$ cat src/rtl/relay_pkg.sv
// Shared definitions for the relay coil driver and the top-level wrapper:
// relay count, FSM state codes and the one-hot coil decode.
package relay_pkg;

    localparam int RELAY_N = 4;

    // FSM state codes, kept as plain constants for compatibility with older tools.
    typedef logic [2:0] relay_state_t;
    localparam relay_state_t ST_OFF    = 3'd0;
    localparam relay_state_t ST_MAKE   = 3'd1;
    localparam relay_state_t ST_DWELL  = 3'd2;
    localparam relay_state_t ST_STEADY = 3'd3;
    localparam relay_state_t ST_BREAK  = 3'd4;

    // Decode a relay index into a one-hot coil vector.
    function automatic logic [RELAY_N-1:0] onehot4(input logic [1:0] idx);
        logic [RELAY_N-1:0] vec;
        vec = 4'b0000;
        case (idx)
            2'd0:    vec = 4'b0001;
            2'd1:    vec = 4'b0010;
            2'd2:    vec = 4'b0100;
            2'd3:    vec = 4'b1000;
            default: vec = 4'b0000;
        endcase
        return vec;
    endfunction

endpackage

$ cat src/rtl/relay_hold_timer.sv
// Loadable down-counter with a done flag. It stops at zero (no wrap);
// done is high whenever the count is zero.
module relay_hold_timer #(
    parameter int W = 8
) (
    input  logic         clk,
    input  logic         rst_n,
    input  logic         load,
    input  logic [W-1:0] load_val,
    output logic         done
);

    logic [W-1:0] count_r;

    // Load has priority; otherwise count down and park at zero.
    always_ff @(posedge clk or negedge rst_n) begin
        if (!rst_n) begin
            count_r <= '0;
        end else if (load) begin
            count_r <= load_val;
        end else if (count_r != '0) begin
            count_r <= count_r - W'(1);
        end
    end

    assign done = (count_r == '0);

endmodule

$ cat src/rtl/relay_coil_driver.sv
// Relay coil driver: turns the neuron's 2-bit relay_sel into a one-hot coil
// drive with break-before-make dead time and a minimum dwell after each make.
// Optional macro RELAY_DRV_COUNT_EN adds the switch_count output.
//
// Timing summary (request sampled at edge N):
//   OFF    -> MAKE at N, coil energised at N+1.
//   STEADY -> BREAK at N (old coil still on), coil released at N+1, then
//             DEAD_CYCLES all-open cycles in BREAK, one MAKE cycle, and the
//             new coil energises at N+2+DEAD_CYCLES.
//   MAKE   -> DWELL for DWELL_CYCLES cycles (busy high), then STEADY.
module relay_coil_driver
    import relay_pkg::*;
#(
    parameter int DEAD_CYCLES  = 16,
    parameter int DWELL_CYCLES = 64,
    parameter int CNT_W        = 8
) (
    input  logic               clk,
    input  logic               rst_n,
    input  logic               ena,
    input  logic [1:0]         relay_sel,
    output logic [RELAY_N-1:0] coil,
    output logic [1:0]         active_sel,
    output logic               busy
`ifdef RELAY_DRV_COUNT_EN
    ,
    output logic [CNT_W-1:0]   switch_count
`endif
);

    localparam int TMR_MAX = (DEAD_CYCLES > DWELL_CYCLES) ? DEAD_CYCLES : DWELL_CYCLES;
    localparam int TMR_W   = $clog2(TMR_MAX + 1);
    // BREAK is entered while the old coil is still on, so the dead timer starts
    // from the full DEAD_CYCLES; DWELL is entered with the coil already made.
    localparam logic [TMR_W-1:0] DEAD_LOAD  = TMR_W'(DEAD_CYCLES);
    localparam logic [TMR_W-1:0] DWELL_LOAD = (DWELL_CYCLES > 0) ? TMR_W'(DWELL_CYCLES - 1) : '0;

    relay_state_t       state_r;
    relay_state_t       state_s;
    logic [1:0]         target_r;
    logic [1:0]         target_s;
    logic [RELAY_N-1:0] coil_s;
    logic [1:0]         active_s;
    logic               busy_s;
    logic               dead_load_s;
    logic               dwell_load_s;
    logic               dead_done_s;
    logic               dwell_done_s;

    relay_hold_timer #(.W(TMR_W)) u_dead_timer (
        .clk      (clk),
        .rst_n    (rst_n),
        .load     (dead_load_s),
        .load_val (DEAD_LOAD),
        .done     (dead_done_s)
    );

    relay_hold_timer #(.W(TMR_W)) u_dwell_timer (
        .clk      (clk),
        .rst_n    (rst_n),
        .load     (dwell_load_s),
        .load_val (DWELL_LOAD),
        .done     (dwell_done_s)
    );

    // Next-state, target latch and next coil drive; ena low overrides everything.
    always_comb begin
        state_s      = state_r;
        target_s     = target_r;
        coil_s       = coil;
        active_s     = active_sel;
        dead_load_s  = 1'b0;
        dwell_load_s = 1'b0;
        if (!ena) begin
            state_s = ST_OFF;
            coil_s  = '0;
        end else begin
            case (state_r)
                ST_OFF: begin
                    coil_s   = '0;
                    target_s = relay_sel;
                    state_s  = ST_MAKE;
                end
                ST_MAKE: begin
                    coil_s   = onehot4(target_r);
                    active_s = target_r;
                    if (DWELL_CYCLES > 0) begin
                        state_s      = ST_DWELL;
                        dwell_load_s = 1'b1;
                    end else begin
                        state_s = ST_STEADY;
                    end
                end
                ST_DWELL: begin
                    if (dwell_done_s) begin
                        state_s = ST_STEADY;
                    end else begin
                        state_s = ST_DWELL;
                    end
                end
                ST_STEADY: begin
                    if (relay_sel != active_sel) begin
                        target_s    = relay_sel;
                        state_s     = ST_BREAK;
                        dead_load_s = 1'b1;
                    end else begin
                        state_s = ST_STEADY;
                    end
                end
                ST_BREAK: begin
                    coil_s = '0;
                    if (dead_done_s) begin
                        state_s = ST_MAKE;
                    end else begin
                        state_s = ST_BREAK;
                    end
                end
                default: begin
                    state_s = ST_OFF;
                    coil_s  = '0;
                end
            endcase
        end
        busy_s = (state_s == ST_BREAK) || (state_s == ST_DWELL);
    end

    // State and output registers; reset opens all coils immediately.
    always_ff @(posedge clk or negedge rst_n) begin
        if (!rst_n) begin
            state_r    <= ST_OFF;
            target_r   <= 2'd0;
            coil       <= '0;
            active_sel <= 2'd0;
            busy       <= 1'b0;
        end else begin
            state_r    <= state_s;
            target_r   <= target_s;
            coil       <= coil_s;
            active_sel <= active_s;
            busy       <= busy_s;
        end
    end

`ifdef RELAY_DRV_COUNT_EN
    // Count completed makes, wrapping modulo 2^CNT_W; only reset clears it.
    always_ff @(posedge clk or negedge rst_n) begin
        if (!rst_n) begin
            switch_count <= '0;
        end else if (ena && (state_r == ST_MAKE)) begin
            switch_count <= switch_count + CNT_W'(1);
        end
    end
`endif

endmodule

$ cat config.mk
export PLATFORM = sky130hd
export DESIGN_NAME = relay_coil_driver
export DESIGN_NICKNAME = d
export VERILOG_FILES = /design/src/rtl/relay_pkg.sv /design/src/rtl/relay_hold_timer.sv /design/src/rtl/relay_coil_driver.sv
export SDC_FILE = /design/constraint.sdc
export NUM_CORES = 1
export LEC_CHECK = 0
export BUFFER_PORTS_ARGS = -buffer_cell sky130_fd_sc_hd__buf_4
export CELL_PAD_IN_SITES_DETAIL_PLACEMENT = 0
export CELL_PAD_IN_SITES_GLOBAL_PLACEMENT = 1
export CORE_ASPECT_RATIO = 0.8
export CORE_MARGIN = 2
export CORE_UTILIZATION = 41
export CTS_BUF_LIST = sky130_fd_sc_hd__clkbuf_8 sky130_fd_sc_hd__clkbuf_16
export CTS_CLUSTER_DIAMETER = 200
export CTS_CLUSTER_SIZE = 12
export DETAILED_ROUTE_END_ITERATION = 12
export GPL_ROUTABILITY_DRIVEN = 1
export GPL_TIMING_DRIVEN = 0
export PLACE_DENSITY = 0.81
export SLEW_MARGIN = 10
export SYNTH_ARGS = -nofsm -noshare
export SYNTH_HDL_FRONTEND = slang
export SYNTH_SLANG_ARGS = --single-unit
export TNS_END_PERCENT = 30
$ cat constraint.sdc
create_clock -name clk -period 1.65 [get_ports clk]
set_clock_uncertainty 0.15 [all_clocks]
set_input_delay 0.0825 -clock clk [delete_from_list [all_inputs] [get_ports clk]]
set_output_delay 0.0825 -clock clk [all_outputs]
set_load 0.01 [all_outputs]
# == Yosys cells after proc, flatten, opt, wreduce, memory -nomap -nowiden ==
# Index checks and enable logic that the tools add are counted.
# totals
out_inout_bits,7
elab_cells,53
reg_bits,26
inputBits,5
# classes
n_eq_ne,12
n_reduce_logical,13
add_sub_neg,2
mux,19
# op_table
cell,n
2-to-1 mux 7 bit,4
case mux 4 bit (4 select lines),1
case mux 3 bit (5 select lines),1
zero test 7 bit,2
nonzero test 7 bit,2
"subtractor 7 x 1 -> 7 bit, second input constant",2
"== test 3 x 2 -> 1 bit, second input constant",3
2-to-1 mux 3 bit,3
case mux 4 bit (2 select lines),1
"== test 3 bit, second input constant",2
2-to-1 mux 1 bit,6
nonzero test 2 bit,3
"== test 2 bit, second input constant",2
2-to-1 mux 4 bit,1
"!= test 2 bit, second input constant",2
case mux 2 bit (2 select lines),1
"== test 3 x 1 -> 1 bit, second input constant",1
zero test 3 bit,1
AND reduction 3 bit,1
"== test 2 x 1 -> 1 bit, second input constant",1
zero test 2 bit,1
2-to-1 mux 2 bit,1
!= test 2 bit,1
AND reduction 2 bit,1
2 further kinds,2

# == Longest topological paths before layout ==
# Gate-level depths: netlist of run 1.
# depth
word_depth,6
mapped_depth,6
depth_no_buf,6

# == Modules after synthesis ==
# A second synthesis of run 1 with hierarchy kept.
# hier_totals
hier_cells,139
area_unflattened_um2,1441.4
# by_module_without_submodules
mod,cells_each,instances,area_each_um2,seq_area_each_um2
relay_hold_timer,43,2,434.2,175.2
relay_coil_driver,53,1,573.0,300.3

# == Worst setup path before layout of run 1 ==
# Ideal clock, no wire load.
# synth_timing
path_kind,reg2reg
startpoint,reg u_dead_timer.count_r[3]
endpoint,reg busy
path_buffers,1
required_ns,1.380
path_stages_with_launch,6
setup_slack_ns,-0.030
period_less_slack_ns,1.680
setup_ns,0.120
arrival_time_ns,1.411
cell_sequence,dfrtp_1 or3_1 buf_6 o311ai_2 o21ai_1 and3_1
# synth_via
elab_chain_cells,6
word_cells_on_any_way,7
classes_between,eq/ne (2); mux (3); reduce/logical (2)
# synth_lines
element,line,text
"start, declared",relay_hold_timer.sv:13,logic [W-1:0] count_r;
"start signal, assigned",relay_hold_timer.sv:20,count_r <= load_val;
"start signal, assigned",relay_hold_timer.sv:22,count_r <= count_r - W'(1);
zero test 7 bit *,relay_hold_timer.sv:26,assign done = (count_r == '0);
2-to-1 mux 3 bit *,relay_coil_driver.sv:112,if (dead_done_s) begin
case mux 3 bit (5 select lines) *,relay_coil_driver.sv:78,case (state_r)
2-to-1 mux 3 bit *,relay_coil_driver.sv:74,if (!ena) begin
== test 3 bit or == test 3 x 2 -> 1 bit (tied branches),relay_coil_driver.sv:124,busy_s = (state_s == ST_BREAK) || (state_s == ST_DWELL);
logical OR 1 bit *,relay_coil_driver.sv:124,
named net busy_s,relay_coil_driver.sv:44,logic busy_s;
"end signal, assigned",relay_coil_driver.sv:140,busy <= busy_s;
"end, declared",relay_coil_driver.sv:24,output logic busy
# Mark *: on every way through the listed nets, which the timed path passes. The rest lies on a longest branch.
# A chain may end at the register's enable or synchronous reset.

# == Worst setup path in the final report of run 1 ==
# layout_timing
startpoint,reg u_dwell_timer.count_r[5]
endpoint,reg u_dwell_timer.count_r[3]
# layout_via
elab_chain_cells,2
# layout_lines
element,line,text
"start, declared",relay_hold_timer.sv:13,
"start signal, assigned",relay_hold_timer.sv:20,
"start signal, assigned",relay_hold_timer.sv:22,
nonzero test 7 bit,relay_hold_timer.sv:21,end else if (count_r != '0) begin
nonzero test 2 bit (no line),--,
# Every way passes these cells.

==> impl_metrics.yaml, run 1 <==
run_status:
  status: "complete, but fails checks"
  violations: "setup timing"
global_routing:
  grt_first_pass_wirelength_um: 4860
  antenna_found_initial: 0
  globalRouteTotalUtil_pct: 16.6
  overflow: 0
  grt_pass1_vias: 1103
  grt_max_degree: 27
logic_synthesis:
  synth_area_sq_mm: 0.00136
  synth-edff-count: 0
  synth_most_common_cell: "dfrtp_1"
  ys_ff_latch: 26
  syn_avg_cell_area_sq_um: 10.4
  ys_types: 40
  yosysWarnings: 0
  ys_seq_area_share_pct: 47.8
  synthFlopType: "dfrtp_1"
  async_flop_share_pct: 100
  synthCells: 131
  yosys-top-cells-count: "dfrtp_1, nor2_1, nand2_1"
  synth_area_leaders: "dfrtp_1, nor2_1, ha_1, mux2_2, o211ai_1"
  synth_top_cell_by_area: "dfrtp_1"
  synth_top_area_share_pct: 47.8
  syn_nets: 140
timing:
  setup_ws_ns: -0.0679
  finalMaxSlewViolations: 0
  setup_tns_ns: -0.297
  slew_headroom_pct: 71.3
  fin_crit_ns: 1.72
  final.period_utilization_pct: 104
  finalHoldViolations: 0
  max_freq_ghz: 0.582
  setup_viol: 6
  rsz0062_at_grt: "true"
  worst_pin_slew_ns: 0.430
die:
  die_y_um: 55.5
  dieWidth_um: 68.4
  die-area_sq_mm: 0.00380
  core_area_sq_mm: 0.00313
  num_rows: 18
  ios: 12
  start_util_pct: 43.5
clock_tree:
  cts_buffers: 3
  tritoncts: "done"
  root_buffer: "clkbuf_8"
  ctsLongestPathBuffers: 2
  insertion_delay_ns: 0.28
  cts_sinks: 26
  cts_max_level: 1
  clkTransAtPathRegs_ns: 0.10
setup_path:
  cp_data_required_time_ns: 1.66
  slowest_delay_ns: 0.58
  regToRegStartpoint: "u_dwell_timer.count_r[5]"
  path_max_fanout: 5
  worstSetupPathType: "reg2reg"
  cp-startpoint: "u_dwell_timer.count_r[5]"
  rrSetupSlack_ns: -0.07
  path_cells: "or4_4, o211ai_1, xor2_1, nand2_1"
  crit_arrival_ns: 1.73
  cp-endpoint: "u_dwell_timer.count_r[3]"
  crit_path_end_kind: "register"
  rr_worst_depth: 4
  slowest_stage: "or4_4"
  r2r_end: "u_dwell_timer.count_r[3]"
  start_kind: "register"
layout:
  final_util_pct: 57.6
  drive_gt1_share_pct: 39.8
  final_nets: 171
  final_cells: 201
  area_growth_pct: 32.4
  num_antenna_cells: 0
  final_area_sq_mm: 0.00180
min_path:
  hold_class: "in2async"
drt:
  ant_nets: 0
  drc: 0
  first_pass_iters: 4
  vias: 1087
  routed_wl_um: 2890
  via_per_inst: 5.41
  drt_first_iter_violations: 27
  avgRoutedWirePerCell_um: 14.4
place:
  placed_cells: 182
  dpl_cell_area_sq_mm: 0.00150
  place.gp.congestion: 0.832
  dp_hpwl_um: 1840
  port_buffers: 11
pwr:
  finalPower_w: 0.00311
  vdd_ir_drop_max_mv: 0.934
  cellPowerDensity_mw_per_mm2: 1730
  p_leak_nw: 0.767
flow_run:
  cap_violations: 0
## power by group
| part | leakage [nW] | switching (W) | internal [W] |
|---|---|---|---|
| sequential | 0.314 | 0.000260 | 0.000878 |
| combinational | 0.417 | 0.000713 | 0.000713 |
| clock | 0.0357 | 0.000219 | 0.000325 |
## how the worst min path moves through the flow
stage	end	slack (ns)	cells after the start
3_5_place_dp	u_dead_timer.count_r[5]	-0.14	1
4_1_cts	coil[2]	0.11	2
5_1_grt	u_dead_timer.count_r[5]	0.13	2
6_report	u_dead_timer.count_r[0]	0.08	2
3_3_place_gp	u_dead_timer.count_r[1]	-0.15	1
2_1_floorplan	active_sel[0]	-0.36	0
## cell type report
class                      instances  area (sq um)
multi-input combinational         95           768
sequential                        26           653
timing repair buffer              27           216
clock buffer                       3          41.3
tap                               40          50.0
inverter                           7          26.3
buffer                             2          16.3
fill                             256          1330
clock inverter                     1          30.0
## metrics by stage
step | worst slack (ns) | hold WS, ns
2_1_floorplan | -0.0169 | -0.363
3_3_place_gp | -0.132 | -0.146
3_5_place_dp | -0.185 | -0.138
4_1_cts | -0.0656 | 0.108
5_1_grt | -0.151 | 0.133
6_report | -0.0679 | 0.0845
## cell usage in the layout (no fill, tap or decap), types with 3 or more instances in the layout
cell	count
nand2_1	10
buf_4	22
o211ai_1	6
nand3b_1	3
dlygate4sd3_1	4
a21oi_1	3
dfrtp_1	24
xor2_1	3
inv_1	5
mux2_2	4
nor2_1	18
clkbuf_8	3
ha_1	3
## worst max-delay path: cells and delay by family (launching register included)
kind,cells,cell delay (ns)
xor gates and xnor gates,1,0.17
AOI/OAI and AO/OA,1,0.22
DFF,1,0.40
and+or+nand+nor,2,0.65
## cell families (layout without fill, tap and decap cells)
kind of cell,after synthesis,in the layout,synth area share (%)
adder cells (fa/ha/maj),4,4,3.68
AO/OA/AOI/OAI,24,24,14.0
buffers and inverters,10,40,3.40
flip-flops,26,26,47.8
XOR/XNOR,8,8,5.15
AND/OR/NAND/NOR,54,54,22.0
multiplexers,5,5,4.04
## routing by layer
layer  share of wire [%]  global-route usage [%]  vias to the layer above
met5                   0                       0                        -
met1                  47                    24.0                      535
met2                  49                    24.9                       26
met4                 1.9                    7.43                        0
li1                    -                       -                      517
met3                 2.8                    1.83                        9
## sequential cells by signal (all words and copies together), names as in the netlist
register / count
u_dwell_timer.count_r: 7
state_r: 3
target_r: 2
busy: 1
active_sel: 2
coil: 4
u_dead_timer.count_r: 7
## what timing repair did
item / 4_1_cts / 5_1_grt
endpoints found under the hold margin: 31 / 0
hold buffers: 4 / 0
resized for setup: 10 / 13
pin swaps: 13 / 12
buffers inserted: 5 / 7
setup endpoints to repair: 14 / 18
Power figures use the tool's default switching activity.
==> run 2, diff against run 1 <==
--- a/config.mk
+++ b/config.mk
@@ -10,14 +10,14 @@
 export CELL_PAD_IN_SITES_GLOBAL_PLACEMENT = 1
 export CORE_ASPECT_RATIO = 0.8
 export CORE_MARGIN = 2
-export CORE_UTILIZATION = 41
+export CORE_UTILIZATION = 45
 export CTS_BUF_LIST = sky130_fd_sc_hd__clkbuf_8 sky130_fd_sc_hd__clkbuf_16
 export CTS_CLUSTER_DIAMETER = 200
 export CTS_CLUSTER_SIZE = 12
 export DETAILED_ROUTE_END_ITERATION = 12
 export GPL_ROUTABILITY_DRIVEN = 1
 export GPL_TIMING_DRIVEN = 0
-export PLACE_DENSITY = 0.81
+export PLACE_DENSITY = 0.84
 export SLEW_MARGIN = 10
 export SYNTH_ARGS = -nofsm -noshare
 export SYNTH_HDL_FRONTEND = slang
==> constraint.sdc (replaced) <==
create_clock -name clk -period 1.7 [get_ports clk]
set_clock_uncertainty 0.15 [all_clocks]
set_input_delay 0.085 -clock clk [delete_from_list [all_inputs] [get_ports clk]]
set_output_delay 0.085 -clock clk [all_outputs]
set_load 0.01 [all_outputs]
==> run 2 against run 1 <==
  * The run still ends with setup timing left
  * Critical path type unchanged
  * Sequential share of layout area is 1.3 points higher
  * Die area is 8.3% lower
  * Flip-flop and latch count stayed put
  * Wire length is 3.5% lower
  * Total power is 9.0% lower
  * Worst setup slack better by 0.025 ns
  * Largest cell class unchanged
  * Critical path depth is 1 higher
  * First-iteration DRC count is 7.4% lower
==> impl_metrics.yaml, run 2 (same netlist as run 1, synthesis figures left out) <==
min_path:
  hold_class: "in2async"
place:
  port_buffers: 11
  dp_hpwl_um: 1880
  place.gp.congestion: 0.788
  placed_cells: 180
drt:
  avgRoutedWirePerCell_um: 14.2
  drt_first_iter_violations: 25
  via_per_inst: 5.28
  routed_wl_um: 2790
  first_pass_iters: 4
  ant_nets: 0
  vias: 1035
  drc: 0
global_routing:
  grt_first_pass_wirelength_um: 4540
  overflow: 0
  grt_max_degree: 27
  grt_pass1_vias: 1007
  globalRouteTotalUtil_pct: 17.6
  antenna_found_initial: 0
layout:
  layout_common_cells: "dfrtp_1, buf_4, nor2_1"
  final_nets: 168
  top_regs: "u_dead_timer.count_r: 7 flops, u_dwell_timer.count_r: 7 flops, coil: 4 flops"
  drive_gt1_share_pct: 35.4
  final_cells: 196
  final_common_cell: "dfrtp_1"
  num_antenna_cells: 0
  area_growth_pct: 27.7
clock_tree:
  clkTransAtPathRegs_ns: 0.09
  cts_sinks: 26
  ctsLongestPathBuffers: 2
  tritoncts: "done"
  cts_buffers: 3
  cts_max_level: 1
  root_buffer: "clkbuf_8"
  insertion_delay_ns: 0.27
die:
  core_area_sq_mm: 0.00283
  num_rows: 17
  die_y_um: 53.2
  start_util_pct: 48.1
  die-area_sq_mm: 0.00348
  dieWidth_um: 65.5
  ios: 12
setup_path:
  start_kind: "register"
  slowest_delay_ns: 0.41
  crit_family: "simple AND/OR/NAND/NOR gates"
  crit_cells: 5
  slowest_stage: "dfrtp_1"
  r2r_end: "u_dead_timer.count_r[4]"
  path_buf_inv: 1
  regToRegStartpoint: "u_dead_timer.count_r[4]"
  crit_arrival_ns: 1.76
  rrSetupSlack_ns: -0.04
  crit_path_end_kind: "register"
  path_max_fanout: 6
  cp_data_required_time_ns: 1.71
  worstSetupPathType: "reg2reg"
  rr_worst_depth: 5
  path_cells: "or3_1, buf_6, nor3_4, nor3_2, a211o_1"
pwr:
  cellPowerDensity_mw_per_mm2: 1630
  combPwrFrac_pct: 46.5
  switching_share_pct: 39.2
  vdd_ir_drop_max_mv: 1.09
  p_seq_share_pct: 39.4
  finalPower_w: 0.00283
  p_clk_share_pct: 14.1
  p_sw_w: 0.00111
  p_leak_nw: 0.739
  internal_power_w: 0.00172
timing:
  slew_headroom_pct: 71.9
  max_freq_ghz: 0.574
  setup_viol: 7
  final.period_utilization_pct: 103
  rsz0062_at_grt: "true"
  finalMaxSlewViolations: 0
  worst_pin_slew_ns: 0.420
  fin_crit_ns: 1.74
  setup_ws_ns: -0.0427
  finalHoldViolations: 0
run_status:
  status: "complete, but fails checks"
  violations: "setup timing"
flow_run:
  cap_violations: 0
==> run 2: changes by cell type in the layout (fill, tap and decap cells not counted), sizes merged <==
cell / delta
buf: -3
bufinv: -1
clkbuf: +1
==> run 2: metrics by stage <==
step                      setup WS [ns]  TNS (ns)  utilization (%)  area [sq um]  hold slack [ns]
after floorplan                  0.0197         0                -          1360           -0.361
after global placement          -0.0669    -0.238             52.7          1490           -0.139
after detailed placement         -0.112    -0.490             52.7          1490           -0.135
after CTS                       -0.0133   -0.0139             58.9          1670            0.109
after global routing             -0.115    -0.826             61.4          1740            0.122
final                           -0.0427    -0.137             61.4          1740            0.100
==> run 2: layout make-up <==
class                      count  area [sq um]
inverter                       7          26.3
buffer                         2          16.3
timing repair buffer          24           190
sequential                    26           653
tap                           38          47.5
clock buffer                   4          55.1
fill                         228          1090
multi-input combinational     95           749
==> run 2: how the worst max path moves through the flow <==
stage / startpoint / end / slack (ns)
CTS: u_dwell_timer.count_r[5] / u_dwell_timer.count_r[4] / -0.01
finish: u_dead_timer.count_r[4] / u_dead_timer.count_r[4] / -0.04
floorplan: u_dead_timer.count_r[3] / busy / 0.02
global placement: state_r[0] / target_r[0] / -0.07
detailed placement: state_r[0] / target_r[1] / -0.11
global route: u_dead_timer.count_r[4] / u_dead_timer.count_r[4] / -0.12
==> run 2: worst register-to-register path, stage by stage, from the launching register on <==
cell and delay [ns]:
dfrtp_1 0.41, or3_1 0.40, buf_6 0.16, nor3_4 0.19
nor3_2 0.07, a211o_1 0.26
==> run 2: power groups by stage <==
| stage | combinational, W | sequential, W | clock [W] |
|---|---|---|---|
| global placement | 0.000992 | 0.00108 | 0 |
| CTS | 0.00118 | 0.00109 | 0.000409 |
| global route | 0.00146 | 0.00114 | 0.000439 |
| detailed placement | 0.00104 | 0.00110 | 0 |
| finish | 0.00131 | 0.00111 | 0.000400 |
| floorplan | 0.000778 | 0.00107 | 0 |
==> run 2: per-layer routing <==
layer	track usage, %	part of all wire (%)	vias to the layer above	wire, um
li1	-	-	514	-
met1	23.4	46	499	1270
met2	30.3	50	18	1400
met3	4.47	3.2	4	88
met4	2.08	0.90	0	25
met5	0	0	-	0
==> run 2: repair_timing <==
| item | in CTS | in global routing |
|---|---|---|
| pin swaps | 7 | 7 |
| endpoints found under the hold margin | 31 | 0 |
| setup endpoints to repair | 11 | 16 |
| hold buffers | 4 | 0 |
| buffers inserted | 5 | 4 |
| gates resized for setup | 8 | 9 |
